File: config.mk
export PLATFORM = sky130hd
export DESIGN_NAME = dmem_lsu
export DESIGN_NICKNAME = d
export VERILOG_FILES = /design/src/rtl/dmem_lsu.sv
export SDC_FILE = /design/constraint.sdc
export NUM_CORES = 1
export LEC_CHECK = 0
export ABC_CLOCK_PERIOD_IN_PS = 3280
export CAP_MARGIN = 20
export CORE_UTILIZATION = 49
export DETAILED_ROUTE_END_ITERATION = 10
export PLACE_DENSITY = 0.81
export SLEW_MARGIN = 15
export SYNTH_ARGS = -nofsm -noshare
export SYNTH_HDL_FRONTEND = slang
export SYNTH_SLANG_ARGS = --single-unit
File: constraint.sdc
create_clock -name i_clk -period 3.28 [get_ports i_clk]
set_clock_uncertainty 0.2 [all_clocks]
set_input_delay 0.328 -clock i_clk [delete_from_list [all_inputs] [get_ports i_clk]]
set_output_delay 0.328 -clock i_clk [all_outputs]
set_load 0.01 [all_outputs]
File: src/rtl/dmem_lsu.sv
// dmem_lsu: load/store unit between the execute stage and a handshaked data memory.
// Stores are posted into an in-order FIFO store buffer and retire immediately.
// Loads wait for the buffer to drain, so memory never sees a load ahead of an
// older store, and then perform a single read.
module dmem_lsu #(
  parameter int ADDR_W   = 32,
  parameter int SB_DEPTH = 4
) (
  input  logic              i_clk,
  input  logic              i_rst,
  input  logic              i_req_valid,
  output logic              o_req_ready,
  input  logic              i_req_wen,
  input  logic [2:0]        i_req_funct3,
  input  logic [ADDR_W-1:0] i_req_addr,
  input  logic [31:0]       i_req_wdata,
  output logic              o_rsp_valid,
  output logic [31:0]       o_rsp_rdata,
  output logic              o_rsp_trap,
  output logic [ADDR_W-1:0] o_mem_addr,
  output logic              o_mem_ren,
  output logic              o_mem_wen,
  output logic [3:0]        o_mem_mask,
  output logic [31:0]       o_mem_wdata,
  input  logic              i_mem_ready,
  input  logic              i_mem_valid,
  input  logic [31:0]       i_mem_rdata
);

  localparam int PW = $clog2(SB_DEPTH);

  localparam logic [1:0] S_IDLE    = 2'd0;
  localparam logic [1:0] S_DRAIN   = 2'd1;
  localparam logic [1:0] S_RD_REQ  = 2'd2;
  localparam logic [1:0] S_RD_WAIT = 2'd3;

  logic [1:0]        state_q, state_d;
  logic [PW:0]       wr_ptr_q, rd_ptr_q;
  logic [ADDR_W-1:0] sb_addr_q [SB_DEPTH];
  logic [3:0]        sb_mask_q [SB_DEPTH];
  logic [31:0]       sb_data_q [SB_DEPTH];

  logic [ADDR_W-1:0] ld_addr_q;
  logic [3:0]        ld_mask_q;
  logic [1:0]        ld_off_q;
  logic [2:0]        ld_funct3_q;

  logic              rsp_valid_q, rsp_trap_q;
  logic [31:0]       rsp_rdata_q;

  // Request decode
  logic [1:0]        req_off;
  logic [ADDR_W-1:0] req_addr_aligned;
  logic              f3_ok, align_ok, req_legal;
  logic [3:0]        req_mask;
  logic [31:0]       req_wdata_sh;

  assign req_off          = i_req_addr[1:0];
  assign req_addr_aligned = {i_req_addr[ADDR_W-1:2], 2'b00};
  assign req_wdata_sh     = i_req_wdata << {req_off, 3'b000};

  // Legality, alignment and byte-lane mask for the incoming request
  always_comb begin
    f3_ok    = 1'b0;
    align_ok = 1'b0;
    req_mask = 4'b1111;
    if (i_req_wen) f3_ok = (i_req_funct3 <= 3'd2);
    else           f3_ok = (i_req_funct3 != 3'd3) && (i_req_funct3 <= 3'd5);
    case (i_req_funct3[1:0])
      2'd0: begin align_ok = 1'b1;              req_mask = 4'b0001 << req_off; end
      2'd1: begin align_ok = !req_off[0];       req_mask = 4'b0011 << req_off; end
      2'd2: begin align_ok = (req_off == 2'd0); req_mask = 4'b1111;            end
      default: begin align_ok = 1'b0;           req_mask = 4'b1111;            end
    endcase
  end

  assign req_legal = f3_ok && align_ok;

  // Store buffer status; count is the pointer difference, which wraps correctly
  logic          sb_empty, sb_full, sb_pop, sb_push, sb_left;
  logic [PW:0]   sb_count;
  logic [PW-1:0] wr_idx, rd_idx;
  logic          accept, ld_go;

  assign wr_idx   = wr_ptr_q[PW-1:0];
  assign rd_idx   = rd_ptr_q[PW-1:0];
  assign sb_empty = (wr_ptr_q == rd_ptr_q);
  assign sb_full  = (wr_ptr_q[PW] != rd_ptr_q[PW]) && (wr_idx == rd_idx);
  assign sb_count = wr_ptr_q - rd_ptr_q;

  // Reset gates the handshakes so nothing is accepted or issued while it is held
  assign o_req_ready = (state_q == S_IDLE) && !sb_full && !i_rst;
  assign o_mem_ren   = (state_q == S_RD_REQ) && !i_rst;
  assign o_mem_wen   = !sb_empty && ((state_q == S_IDLE) || (state_q == S_DRAIN)) && !i_rst;
  assign o_mem_addr  = o_mem_ren ? ld_addr_q : sb_addr_q[rd_idx];
  assign o_mem_mask  = o_mem_ren ? ld_mask_q : sb_mask_q[rd_idx];
  assign o_mem_wdata = sb_data_q[rd_idx];

  assign accept  = i_req_valid && o_req_ready;
  assign sb_push = accept && i_req_wen && req_legal;
  assign ld_go   = accept && !i_req_wen && req_legal;
  assign sb_pop  = o_mem_wen && i_mem_ready;
  // Entries still buffered after this cycle's pop (a load accept never pushes)
  assign sb_left = (sb_count != {{PW{1'b0}}, sb_pop});

  // Next-state logic: loads wait in DRAIN until every older store is written
  always_comb begin
    state_d = state_q;
    case (state_q)
      S_IDLE:    if (ld_go) state_d = sb_left ? S_DRAIN : S_RD_REQ;
      S_DRAIN:   if (!sb_left) state_d = S_RD_REQ;
      S_RD_REQ:  if (i_mem_ready) state_d = S_RD_WAIT;
      S_RD_WAIT: if (i_mem_valid) state_d = S_IDLE;
      default:   state_d = S_IDLE;
    endcase
  end

  // Load data: move the addressed lane to bit 0, truncate, then extend
  logic [31:0] ld_shifted, ld_result;
  assign ld_shifted = i_mem_rdata >> {ld_off_q, 3'b000};

  // Size and sign selection for the returned load value
  always_comb begin
    ld_result = ld_shifted;
    case (ld_funct3_q)
      3'd0:    ld_result = {{24{ld_shifted[7]}}, ld_shifted[7:0]};
      3'd1:    ld_result = {{16{ld_shifted[15]}}, ld_shifted[15:0]};
      3'd4:    ld_result = {24'd0, ld_shifted[7:0]};
      3'd5:    ld_result = {16'd0, ld_shifted[15:0]};
      default: ld_result = ld_shifted;
    endcase
  end

  // FSM, pointers and registered response; reset drops buffer and pending read
  always_ff @(posedge i_clk) begin
    if (i_rst) begin
      state_q     <= S_IDLE;
      wr_ptr_q    <= '0;
      rd_ptr_q    <= '0;
      rsp_valid_q <= 1'b0;
      rsp_trap_q  <= 1'b0;
      rsp_rdata_q <= 32'd0;
    end else begin
      state_q     <= state_d;
      rsp_valid_q <= 1'b0;
      rsp_trap_q  <= 1'b0;
      rsp_rdata_q <= 32'd0;
      if (sb_push) wr_ptr_q <= wr_ptr_q + {{PW{1'b0}}, 1'b1};
      if (sb_pop)  rd_ptr_q <= rd_ptr_q + {{PW{1'b0}}, 1'b1};
      if (accept && (i_req_wen || !req_legal)) begin
        rsp_valid_q <= 1'b1;
        rsp_trap_q  <= !req_legal;
      end else if ((state_q == S_RD_WAIT) && i_mem_valid) begin
        rsp_valid_q <= 1'b1;
        rsp_rdata_q <= ld_result;
      end
    end
  end

  // Store buffer storage and load request capture; contents need no reset
  always_ff @(posedge i_clk) begin
    if (sb_push) begin
      sb_addr_q[wr_idx] <= req_addr_aligned;
      sb_mask_q[wr_idx] <= req_mask;
      sb_data_q[wr_idx] <= req_wdata_sh;
    end
    if (ld_go) begin
      ld_addr_q   <= req_addr_aligned;
      ld_mask_q   <= req_mask;
      ld_off_q    <= req_off;
      ld_funct3_q <= i_req_funct3;
    end
  end

  assign o_rsp_valid = rsp_valid_q;
  assign o_rsp_trap  = rsp_trap_q;
  assign o_rsp_rdata = rsp_rdata_q;

endmodule

### Word-level counts from Yosys, hierarchy flattened

Memory sizes are Yosys's and may differ from the RTL's. A register that Yosys moved wholly into a read port is not among the register bits.
Index checks and enable logic that the tools add are counted.

| operators by class | value |
|---|---|
| $add $sub $neg | 3 |
| $lt $le $gt $ge | 2 |
| eq/ne operators | 17 |
| shift operators | 4 |
| multiplexer cells | 22 |
| bitwise logic cells | 2 |
| reductions and logical operators | 31 |

Operators with widths:

| operator | count |
|---|---|
| $pmux W32 S4 | 1 |
| $mux W32 | 1 |
| $shl A32 B5 Y32 | 1 |
| $shr A32 B5 Y32 | 1 |
| $mux W2 | 11 |
| $logic_and A1 B1 Y1 | 16 |
| $ne A2 B2 Y1 const B | 4 |
| $pmux W2 S4 | 1 |
| $pmux W4 S2 | 1 |
| $add A3 B1 Y3 const B | 2 |
| $eq A2 B2 Y1 const B | 3 |
| $eq A3 B3 Y1 const B | 2 |
| $logic_not A1 Y1 | 6 |
| $logic_not A2 Y1 | 3 |
| $mux W1 | 5 |
| $eq A2 B1 Y1 const B | 2 |
| $mux W4 | 1 |
| $reduce_and A4 Y1 | 1 |
| $shl A1 B2 Y4 const A | 1 |
| $shl A2 B2 Y4 const A | 1 |
| $eq A3 B1 Y1 const B | 1 |
| $eq A3 B3 Y1 | 1 |
| $le A3 B2 Y1 const B | 1 |
| $le A3 B3 Y1 const B | 1 |
| other kinds (11) | 13 |

| word-level totals | value |
|---|---|
| register bits | 81 |
| memory bits (writable) | 264 |
| input port bits | 105 |
| output and inout bits | 105 |
| memories kept | 3 |

Memory list:

| name | depth | bits a word | read ports | clocked after Yosys merged registers in | write ports | RTL line | text |
|---|---|---|---|---|---|---|---|
| sb_data_q | 4 | 32 | 1 | 1 | 1 | 41 | `logic [31:0] sb_data_q [SB_DEPTH];` |
| sb_addr_q | 4 | 30 | 1 | 1 | 1 | 39 | `logic [ADDR_W-1:0] sb_addr_q [SB_DEPTH];` |
| sb_mask_q | 4 | 4 | 1 | 1 | 1 | 40 | `logic [3:0] sb_mask_q [SB_DEPTH];` |

### Longest topological paths before layout

| depth | value |
|---|---|
| depth in word-level cells | 10 |
| mapped depth | 8 |

### Worst setup path after synthesis

No wires, ideal clock.

| timing path | value |
|---|---|
| path type | register to register |
| from | reg wr_ptr_q[0] |
| to | mem sb_addr_q[3][0] (netlist bit) (enable) |
| setup time | 433 ps |
| arrival | 3,008 ps |
| path slack | -361 ps |
| stages on the path, launching flop included | 7 |
| period minus slack after synthesis | 3,641 ps |
| cells stage by stage | dfxtp_1 > inv_1 > ha_1 > nand2_1 > o2111ai_1 > nor2_1 > and2_1 |

| on the way | value |
|---|---|
| word-level cells in the longest chain between the ends | 10 |

Ends and longest elaborated chain:

| element | RTL line | text |
|---|---|---|
| from (decl) | 38 | `logic [PW:0] wr_ptr_q, rd_ptr_q;` |
| from (signal assigned) | 148 | `if (sb_push) wr_ptr_q <= wr_ptr_q + {{PW{1'b0}}, 1'b1};` |
| $eq A2 B2 Y1 | 88 | `assign sb_full = (wr_ptr_q[PW] != rd_ptr_q[PW]) && (wr_idx == rd_idx);` |
| $logic_and A1 B1 Y1 | 88 |  |
| $logic_not A1 Y1 | 92 | `assign o_req_ready = (state_q == S_IDLE) && !sb_full && !i_rst;` |
| $logic_and A1 B1 Y1 (2 in a row) | 92 |  |
| $logic_and A1 B1 Y1 | 99 | `assign accept = i_req_valid && o_req_ready;` |
| $logic_and A1 B1 Y1 (2 in a row) | 100 | `assign sb_push = accept && i_req_wen && req_legal;` |
| $mux W1 | 162 | `if (sb_push) begin` |
| $mux W1 (not written as such) | 163 | `sb_addr_q[wr_idx] <= req_addr_aligned;` |
| to (decl) | 39 |  |

Parallel ways exist; a longest one is shown, timed or not.

==> results by group <==
Yosys
  • Post-synthesis instance total: 769
  • Mean post-synth cell area: roughly 18 µm²
  • Cell variety after synth: 52
  • Asr flop ratio synth: 0%
  • Post-synth EDFFs: a little over 300
  • Yosys warnings: 0
  • Yosys reg bits: 347
  • Most common flop cell mapped by yosys: edfxtp_1
  • Cell area after synthesis: 13920 µm²
  • Register area share after synthesis: 71.68%

GRT
  • Maximum number of pins on one net before global-route repair: between 60 and 70
  • Vias in the first global route: 7839
  • Initial antenna violation count: 0
  • Global-route wire length before repair: 44340 µm
  • Grt ovf: 0
  • Tot GR Track Use: 20.36%

Layout
  • Antenna diodes: 0
  • Area growth, synth to finish: 27.42%
  • Net count reported at finish: 1118
  • Share of the core filled with cells: 63.68%
  • Share of cells above drive strength 1: between 20 and 25%
  • Filler cell count: ~1.9k
  • Multi-input logic area: between 3000 and 4000 µm²
  • Register area: around 10000 µm²

Timing
  • FMAX: 323.9 MHz
  • RSZ-0062 raised after global routing: false
  • Setup ws final: between 150 and 200 ps
  • Final count of hold timing violations: 0
  • Final period util: 94.11%
  • Max Transition Viols Final: 0
  • Fin crit period: 3087 ps
  • Worst Tran Pin Value: a little over 700 ps
  • Slew headroom: between 50% and 60%
  • Setup TNS: 0 ps
  • # setup viols final: 0

Routing
  • DR iter-0 viols: a little under 700
  • Vias: 7729
  • Via-per-instance ratio: between 5 and 6
  • DR WL/cell: 20.68 µm
  • Antenna viol nets, final: 0
  • Drt drc: 0
  • Total Wirelength: ~29000 µm
  • TritonRoute pass-1 iters: 4

Floorplan
  • Core footprint: approximately 28000 µm²
  • Die footprint: 29090 µm²
  • IO Count: 210
  • Starting density of the core: between 40% and 50%
  • Height of the chip: roughly 170 µm
  • Chip Width: around 170 µm
  • Row cnt: 61

Critical path
  • Worst-path fanout max: 36
  • CP arrival: 2560 ps
  • Buf/Inv on CP: 2
  • Critical Path Source Type: flop
  • CP Data Required Time: between 2000 and 3000 ps
  • Critical Path End Type: primary output
  • Critical path type: reg2out
  • Worst path cell trace: buf_4, mux4_2, clkdlybuf4s50_1
  • CP top delay family: buffers and inverters
  • Critical path's slowest cell: dfxtp_4
  • Max incr delay on CP: ~700 ps

Placed design
  • Placer Congestion: slightly above 0.8
  • Port buffer count: between 200 and 250
  • Post-detail-place hpwl: ~19000 µm
  • Place WS: roughly 230 ps

Pwr
  • Switch Pwr: between 2 and 2.5 mW
  • Leak: just under 6 nW
  • Reg power frac: between 50% and 60%
  • Sw frac: about a fifth
  • Logic pwr share: between 8 and 9%
  • Maximum vdd ir drop: between 0.0003 and 0.0004 V
  • Int Power: around 7.6 mW
  • Clock power share: 40.3%
  • Pwr dens: 539.9 nW/µm²

CTS
  • CTS HTree Levels: 2
  • Clk buf depth: 3
  • CTS Buf Count: 35
  • Sink Count: approximately 350
  • Clock-pin slew on the worst setup and hold paths: 60 ps
  • CTS root buf: clkbuf_16
  • Clk_lat worst skew: roughly 510 ps
  • CTS tree: done

Hold path
  • Worst hold path class: in2reg

Job
  • Max_cap viols: 0

Outcome
  • Status: finished clean
worst reg2reg max path: stages, from the launching register on:
cell	delay, ps
dfxtp_1	400
inv_1	100
ha_1	400
nand2_1	150
o2111ai_1	210
nor2_4	620
buf_4	410
cell usage after synthesis, types with 2 or more instances:
library cell / count / area, µm²
a211oi_2: 5 / 62.56
o21bai_1: 2 / 15.01
inv_1: 11 / 41.29
or2_2: 2 / 12.51
clkbuf_1: 16 / 60.06
nor2b_1: 20 / 125.1
mux2_2: 44 / 495.5
and2_1: 13 / 81.33
nand2_1: 45 / 168.9
a21oi_1: 35 / 175.2
a2111oi_2: 2 / 30.03
mux4_2: 66 / 1486
nor2_1: 27 / 101.4
o21ai_0: 19 / 95.09
a211oi_1: 17 / 127.6
buf_1: 6 / 22.52
mux2i_1: 27 / 270.3
nand3_1: 2 / 10.01
buf_4: 6 / 45.04
edfxtp_1: 303 / 9099
ha_1: 12 / 150.1
buf_2: 15 / 75.07
xnor2_1: 2 / 17.52
dfxtp_1: 44 / 880.8
registers in the layout (all words and copies together) (netlist names), named ones only:
signal / flops
o_rsp_trap: 1
state_q: 2
sb_addr_q: 120
sb_data_q: 128
o_rsp_valid: 1
ld_mask_q: 4
o_rsp_rdata: 32
ld_funct3_q: 3
wr_ptr_q: 3
rd_ptr_q: 3
ld_addr_q: 30
sb_mask_q: 16
ld_off_q: 2
layout by cell type (no fill, tap or decap), types with 2 or more instances in the layout:
cell type,count
xnor2_1,2
clkbuf_16,36
a211oi_2,5
dfxtp_4,2
ha_1,12
edfxtp_1,303
nand2_1,44
o21ai_0,19
and2_4,4
o21bai_1,2
buf_12,9
clkdlybuf4s50_1,206
a21oi_1,35
buf_4,20
nand3_1,2
a2111oi_2,2
mux2_2,44
or2_2,2
clkinv_1,11
conb_1,2
inv_1,11
clkinv_2,2
mux4_2,66
a211oi_1,17
mux2i_1,27
dfxtp_1,42
and2_1,9
nor2_1,26
nor2b_1,20
clkbuf_1,6
bufinv_16,3
through the flow:
| stage | area, µm² | hold slack, ps | cells | power [mW] |
|---|---|---|---|---|
| 3_3_place_gp | 16580 | 320.0 | 1336 | 5.793 |
| 2_1_floorplan | 13930 | 226.9 | 770 | 5.383 |
| 4_1_cts | 17740 | 232.2 | 1404 | 9.646 |
| 5_1_grt | 17740 | 232.7 | 1404 | 9.874 |
| 3_5_place_dp | 16580 | 343.4 | 1336 | 5.809 |
| 6_report | 17740 | 235.3 | 1404 | 9.577 |
kinds of logic (layout without fill, tap and decap cells):
kind of cell / after synthesis / after routing / synth area share, %
flip-flops: 347 / 347 / 71.68
buffers and inverters: 55 / 311 / 1.833
other: 1 / 2 / 0.02694
AND/OR/NAND/NOR: 117 / 117 / 4.026
XOR/XNOR: 5 / 5 / 0.4944
AO/OA/AOI/OAI: 94 / 94 / 4.539
multiplexers: 137 / 137 / 16.18
adder cells (fa/ha/maj): 13 / 13 / 1.222
power groups by stage:
stage	Sequential, mW	Combinational (mW)	Clock, mW
3_5_place_dp	4.97	0.834	0
3_3_place_gp	4.97	0.821	0
4_1_cts	4.88	0.847	3.92
6_report	4.88	0.843	3.86
5_1_grt	4.88	0.907	4.09
2_1_floorplan	4.97	0.414	0
area by class of cell:
type                            count  area share (%)
Multi-Input combinational cell    368           20.92
Clock buffer                       43           5.283
Inverter                           11          0.2328
Sequential cell                   347           56.30
Tap cell                          378           2.666
Clock inverter                     20           1.030
Timing Repair Buffer              237           13.57
what timing repair did:
action,CTS,global route
setup buffers,4,0
hold buffers,1,0
gates resized for setup,0,0
endpoints found under the setup margin,6,0
hold endpoints to repair,1,0
path summary, 6_finish.rpt:
path	depth (start not counted)	endpoint	from	slack (ps)
max	3	o_mem_wdata[14]	flop	190
min	3	o_rsp_rdata[27]	i_mem_rdata[27]	240
min reg2reg	2	wr_ptr_q[2]	wr_ptr_q[2]	350
max reg2reg	6	ld_addr_q[29]	wr_ptr_q[0]	480
per-layer routing:
metal	track usage [%]	routed length (µm)	part of all wire, %
met1	27.61	11970	41
met2	33.33	14330	49
met3	3.817	2029	7.0
met4	6.737	711	2.4
met5	0	0	0
No activity file was read; power rests on OpenSTA's default activity.
